**src/rtl/datapath_ctrl.sv**
```systemverilog
// Sequencing controller for an external double/subtract datapath: loads operands,
// steers the datapath mux/op selects, and captures the datapath result.
module datapath_ctrl #(
    parameter int unsigned W = 16
) (
    input  logic         clk,
    input  logic         rst_n,
    input  logic         start,
    input  logic [1:0]   op,
    input  logic [3:0]   len,
    input  logic         in_valid,
    input  logic [W-1:0] in_data,
    output logic         in_ready,
    output logic [W-1:0] dp_in,
    output logic         sel_1_2,
    output logic         sel_3,
    input  logic [W-1:0] dp_out,
    output logic         busy,
    output logic         done,
    output logic         err,
    output logic [W-1:0] result
);

    typedef enum logic [1:0] {
        IDLE,
        LOAD,
        RUN,
        DONE
    } state_t;

    typedef enum logic [1:0] {
        OP_DOUBLE = 2'b00,
        OP_POW    = 2'b01,
        OP_CLEAR  = 2'b10,
        OP_RSVD   = 2'b11
    } op_t;

    state_t       state_q, state_d;
    op_t          op_q, op_d;
    logic [3:0]   len_q, len_d;
    logic [3:0]   beat_q, beat_d;
    logic [5:0]   run_q, run_d;
    logic         err_q, err_d;
    logic [W-1:0] dp_in_q, dp_in_d;
    logic [W-1:0] result_q, result_d;
    logic         run_last;

    assign dp_in  = dp_in_q;
    assign result = result_q;

    always_comb begin
        state_d  = state_q;
        op_d     = op_q;
        len_d    = len_q;
        beat_d   = beat_q;
        run_d    = run_q;
        err_d    = err_q;
        dp_in_d  = dp_in_q;
        result_d = result_q;
        run_last = 1'b0;
        in_ready = 1'b0;
        sel_1_2  = 1'b0;
        sel_3    = 1'b0;
        busy     = (state_q != IDLE);
        done     = 1'b0;
        err      = 1'b0;

        case (state_q)
            IDLE: begin
                if (start) begin
                    op_d   = op_t'(op);
                    len_d  = len;
                    beat_d = '0;
                    run_d  = '0;
                    err_d  = 1'b0;
                    if ((op_t'(op) == OP_DOUBLE || op_t'(op) == OP_POW) && len != 4'd0) begin
                        state_d = LOAD;
                    end else if (op_t'(op) == OP_CLEAR) begin
                        state_d = RUN;
                    end else begin
                        state_d = DONE;
                        err_d   = 1'b1;
                    end
                end
            end

            LOAD: begin
                in_ready = 1'b1;
                if (in_valid) begin
                    dp_in_d = in_data;
                    beat_d  = beat_q + 4'd1;
                    if (op_q == OP_POW || beat_q == len_q - 4'd1) begin
                        state_d = RUN;
                        run_d   = '0;
                    end
                end
            end

            RUN: begin
                run_d = run_q + 6'd1;
                // The datapath's feedback loop is two registers deep, so each
                // POW doubling costs two RUN cycles after a two-cycle fill.
                case (op_q)
                    OP_DOUBLE: run_last = (run_q == 6'd2);
                    OP_POW: begin
                        sel_1_2  = (run_q >= 6'd2);
                        run_last = (run_q == {1'b0, len_q, 1'b0});
                    end
                    OP_CLEAR: begin
                        sel_1_2  = (run_q < 6'd2);
                        sel_3    = (run_q < 6'd2);
                        run_last = (run_q == 6'd2);
                    end
                    default: run_last = 1'b1;
                endcase
                if (run_last) begin
                    result_d = dp_out;
                    state_d  = DONE;
                end
            end

            DONE: begin
                done    = 1'b1;
                err     = err_q;
                state_d = IDLE;
            end

            default: state_d = IDLE;
        endcase
    end

    always_ff @(posedge clk) begin
        if (!rst_n) begin
            state_q  <= IDLE;
            op_q     <= OP_DOUBLE;
            len_q    <= '0;
            beat_q   <= '0;
            run_q    <= '0;
            err_q    <= 1'b0;
            dp_in_q  <= '0;
            result_q <= '0;
        end else begin
            state_q  <= state_d;
            op_q     <= op_d;
            len_q    <= len_d;
            beat_q   <= beat_d;
            run_q    <= run_d;
            err_q    <= err_d;
            dp_in_q  <= dp_in_d;
            result_q <= result_d;
        end
    end

endmodule

```
**config.mk**
```make
export PLATFORM = sky130hd
export DESIGN_NAME = datapath_ctrl
export DESIGN_NICKNAME = d
export VERILOG_FILES = /design/src/rtl/datapath_ctrl.sv
export SDC_FILE = /design/constraint.sdc
export NUM_CORES = 1
export LEC_CHECK = 0
export ABC_AREA = 1
export CAP_MARGIN = 20
export CORE_ASPECT_RATIO = 0.9
export CORE_MARGIN = 2
export CORE_UTILIZATION = 35
export DETAILED_ROUTE_END_ITERATION = 10
export PLACE_DENSITY = 0.71
export SETUP_SLACK_MARGIN = 0.2
export SYNTH_ARGS = -nofsm -noshare
export SYNTH_HDL_FRONTEND = slang
export SYNTH_SLANG_ARGS = --single-unit
export TNS_END_PERCENT = 20
```
**constraint.sdc**
```tcl
create_clock -name clk -period 1.5 [get_ports clk]
set_input_delay 0.45 -clock clk [delete_from_list [all_inputs] [get_ports clk]]
set_output_delay 0.45 -clock clk [all_outputs]
set_load 0.01 [all_outputs]
```
Word-level counts from Yosys, hierarchy flattened
Cells that the tools add are included.

storage, ports and cells
  input bits = 42
  word-level logic and storage cells = 69
  bits in registers = 51

operators by class
  magnitude comparators = 2
  add/sub/neg operators = 3
  equality and inequality tests = 14
  reductions and logical operators = 17
  mux-type cells = 25

operators with widths
  cell                                                         number
  two-way mux 6 bit                                            3
  one-hot mux 6 bit (3 select lines)                           1
  two-way mux 1 bit                                            10
  two-way mux 2 bit                                            5
  equality test 2 bit (second input constant)                  4
  two-way mux 4 bit                                            2
  != test 2 bit (second input constant)                        4
  one-hot mux 2 bit (4 select lines)                           1
  one-hot mux 4 bit (2 select lines)                           1
  AND reduction 4 bit                                          2
  adder 6 x 1 -> 6 bit (second input constant)                 1
  equality test 2 x 1 -> 1 bit (second input constant)         3
  equality test 6 x 2 -> 1 bit (second input constant)         1
  equality test 6 x 5 -> 1 bit                                 1
  >= comparator 6 x 2 -> 1 bit (second input constant)         1
  zero test 2 bit                                              3
  less-than comparator 6 x 2 -> 1 bit (second input constant)  1
  AND reduction 2 bit                                          3
  adder 4 x 1 -> 4 bit (second input constant)                 1
  equality test 4 bit                                          1
  one-hot mux 1 bit (2 select lines)                           2
  nonzero test 2 bit                                           2
  nonzero test 4 bit                                           1
  subtractor 4 x 1 -> 4 bit (second input constant)            1
  5 further kinds                                              6

Longest topological paths before layout
  depth after elaboration = 6
  mapped depth = 13
  gate-level depth less buffers = 13

Worst setup path after synthesis
No wires, ideal clock.

  path kind = register to register
  start point = register len_q[0]
  end point = register run_q[1]
  buffers on the path = 0
  arrival time = 1.548 ns
  cell stages (with the launch flop) = 13
  path slack = -0.163 ns
  library setup time = 0.114 ns
  period minus slack after synthesis = 1.663 ns
  path through = dfxtp_1 inv_2 ha_1 nand2_1 inv_1 nor2_1 nand2_1 nor2_1 nand2_1 nand2_1 nand3_1 nor2_1 nor2_1

on the way
  cells in the longest elaborated chain, start to end = 5

RTL lines
  item                                  RTL line  RTL
  start, declared                       40        logic [3:0] len_q, len_d;
  start signal, assigned                145       len_q <= len_d;
  subtractor 4 x 1 -> 4 bit             92        if (op_q == OP_POW || beat_q == len_q - 4'd1) begin
  equality test 4 bit                   92
  logical OR 1 bit                      92
  != test 2 bit (no source line)        -
  AND reduction 4 bit (no source line)  -
  end signal, assigned                  147       run_q <= run_d;
  end, declared                         42        logic [5:0] run_q, run_d;

Every way passes these cells.
A chain may end at the register's enable or synchronous reset.

Final worst setup path
  start point = register run_q[0]
  end point = output port sel_1_2

on the way
  cells in the longest elaborated chain, start to end = 3
  elaborated cells on any way between the ends = 4

RTL lines
  item                                                                                        RTL line  RTL
  less-than comparator 6 x 2 -> 1 bit / >= comparator 6 x 2 -> 1 bit (equally long branches)  110, 106
  one-hot mux 1 bit (2 select lines) *                                                        103       case (op_q)
  two-way mux 1 bit *                                                                         68        case (state_q)
  end, declared                                                                               15        output logic sel_1_2,

Every way passes the cells marked *; elsewhere a longest branch is shown, timed or not.

==> flow_summary.ini <==
[power]
p_int_uw = 4020
p_per_area_nw_per_um2 = 1640
switching_power_uw = 2700
power_uw = 6720
ir_drop_uv = 689
p_comb_share_pct = 57.5
p_seq_share_pct = 28.3
pwr-share-clk_pct = 14.2
switching_share_pct = 40.2
p_leak_uw = 0.00183

[critical_path]
worstSetupEndpointType = output pin
arrival_ps = 1320
cp-start-kind = flop
worstSetupPathType = reg2out
crit_fanout = 2
crit_required_ps = 1050

[detailed_routing]
viasPerCell = 4.70
initialDrtViolationCount = 80
route.vias.total = 2733
wire_per_inst_um = 13.0
ant_nets = 0
dr.pass1.iters = 4
drt_wl_total_mm = 7.54
drcViolationCount = 0

[hold_path]
hold_class = reg2reg

[floorplan]
start_util_pct = 35.6
fp.dieArea_um2 = 7730
rows = 29
fp.dieH_um = 83.6
die_width_um = 92.5
core-area_um2 = 6930
ios = 80

[place]
gp_congestion = 0.892
place_inst = 564
port_buffers = 79
dp_hpwl_mm = 5.24
pre_cts_ws_ps = -381

[clocking]
clkTransAtPathRegs_ps = 90
clk_latency_ps = 300
htreeDepth = 2
cts_tree = built
cts_buffers = 5
holdBufCountCts = 0
clockBufferDepth = 2
clkSinkCount = 51
cts-root-buf = clkbuf_8

[timing]
rsz0062_at_grt = true
whs_ps = 478
setup_violations = 32
fin_ws_ps = -268
slew_violations = 0
timing.slew.headroom_pct = 81.1
fin_crit_sh_pct = 118
min_period_ps = 1770
clock-skew-final_ps = 2.92
worst_pin_slew_ps = 280
finalHoldViolations = 0
fmax_mhz = 566

[grt]
grt_max_degree = 17
grt_usage_pct = 19.7
antenna_found_initial = 0
grt-ovfl-total = 0
grt_pass1_vias = 2775
grt_pass1_wl_mm = 12.3

[outcome]
status = finished with violations
violations = negative setup slack

[synth]
netlist_top_cells_area = dfxtp_1 (41%), nor2_1 (15%), nand2_1 (8.8%)
syn-instance-count = 359
yosysTopAreaCell = dfxtp_1
syn_nets = 414
yosysSeqAreaShare_pct = 41.4
yosys_warnings = 0
synth_top_area_share_pct = 41.4
ys_seq_elements = 51
synth_area_per_cell_um2 = 6.87
synth_area_um2 = 2460
synth_cell_types = 24

[cells_and_area]
area_growth_pct = 66.7
nNetsFinal = 544
diodes = 0
drive_gt1_share_pct = 38.4
final_cells = 582
fill_cells = 620

[flow_run]
cap_violations = 0
[power groups by stage]
stage	clock [uW]	sequential (uW)	combinational [uW]
after detailed placement	0	1880	3330
after floorplan	0	1970	1800
final	955	1910	3860
after global placement	0	1860	3270
after CTS	978	1880	3620
after global routing	1020	1950	4270
[final cells by class]
class                           count  area [um^2]  area share [%]
Clock buffer                        5         68.8            1.67
Timing Repair Buffer              134         1200            29.2
Tap cell                           93          116            2.83
Multi-Input combinational cell    262         1490            36.3
Sequential cell                    51         1050            25.5
Clock inverter                      2         37.5           0.914
Inverter                           35          148            3.59
[state kept, by name, summed over array words and instances, names as in the netlist]
signal / count
len_q: 4
run_q: 6
dp_in: 16
state_q: 2
op_q: 2
beat_q: 4
err_q: 1
result: 16
[kinds of logic after synthesis]
| kind of cell | count (synthesis) | synth area share [%] |
|---|---|---|
| and+or+nand+nor | 186 | 30.4 |
| buffers and inverters | 46 | 7.92 |
| xor gates and xnor gates | 1 | 0.355 |
| AOI/OAI and AO/OA | 62 | 13.3 |
| DFF | 51 | 41.4 |
| adders and majority gates | 13 | 6.60 |
[cells in the final DEF (no fill, tap or decap), drive strengths merged]
cell type      Yosys  routed
clkbuf             8       6
o21ai             43      43
a211oi             1       1
clkinv             1       1
bufinv             0       1
nand2             58      58
ha                13      13
buf                3      80
or2                1       1
a21oi             16      16
clkdlybuf4s50      0      41
a31oi              1       1
dfxtp             51      51
nor2             103     103
clkdlybuf4s15      0      12
nand3             14      14
inv               34      34
clkinvlp           0       1
nand4              5       5
o31ai              1       1
nor3b              1       1
nor3               4       4
xnor2              1       1
[synth_stat cells]
| cell type | instances |
|---|---|
| xnor2_1 | 1 |
| nor3_1 | 4 |
| inv_2 | 4 |
| ha_1 | 13 |
| a211oi_1 | 1 |
| nor2_1 | 101 |
| a31oi_1 | 1 |
| o21ai_1 | 2 |
| nand4_1 | 5 |
| o31ai_1 | 1 |
| nor2_2 | 2 |
| nand3_2 | 1 |
| a21oi_1 | 15 |
| o21ai_0 | 41 |
| buf_6 | 3 |
| clkbuf_1 | 8 |
| clkinv_1 | 1 |
| nand2_1 | 58 |
| nor3b_1 | 1 |
| inv_1 | 30 |
| a21oi_4 | 1 |
| or2_2 | 1 |
| nand3_1 | 13 |
| dfxtp_1 | 51 |
[metrics by stage]
step	util [%]	instance area (um^2)	setup TNS, ps
floorplan	-	2550	0
global placement	53.9	3730	-7290
detailed placement	53.9	3730	-8690
CTS	57.8	4000	-4170
global route	59.3	4110	-8570
finish	59.3	4110	-5240
[final timing paths]
check        cells past startpoint  slack [ps]     start        end
max                              5        -270  run_q[0]    sel_1_2
min reg2reg                      2         480  dp_in[6]   dp_in[6]
max reg2reg                     12        -230   op_q[1]  result[7]
min                              2         480  dp_in[6]   dp_in[6]
[worst max-delay path: stages (launching register included)]
cell and delay (ps):
dfxtp_2 350, inv_2 40, ha_2 190, o31ai_2 210, a21oi_2 80, buf_2 140
[metal layers]
layer | wire length, um | up-vias | track usage [%] | share of wire [%]
met5 | 0 | - | 0 | 0
met4 | 71 | 0 | 5.56 | 0.94
met3 | 659 | 8 | 7.95 | 8.7
met2 | 3610 | 90 | 32.3 | 48
met1 | 3200 | 1244 | 23.6 | 42
li1 | - | 1391 | - | -
[timing repair]
item                                    4_1_cts  5_1_grt
pin swaps                                    13       16
endpoints found under the hold margin         0        0
endpoints found under the setup margin       86       70
gates resized for setup                     195       35
gates cloned                                  1        0
setup buffers                                 9        1
Power figures use the tool's default switching activity.
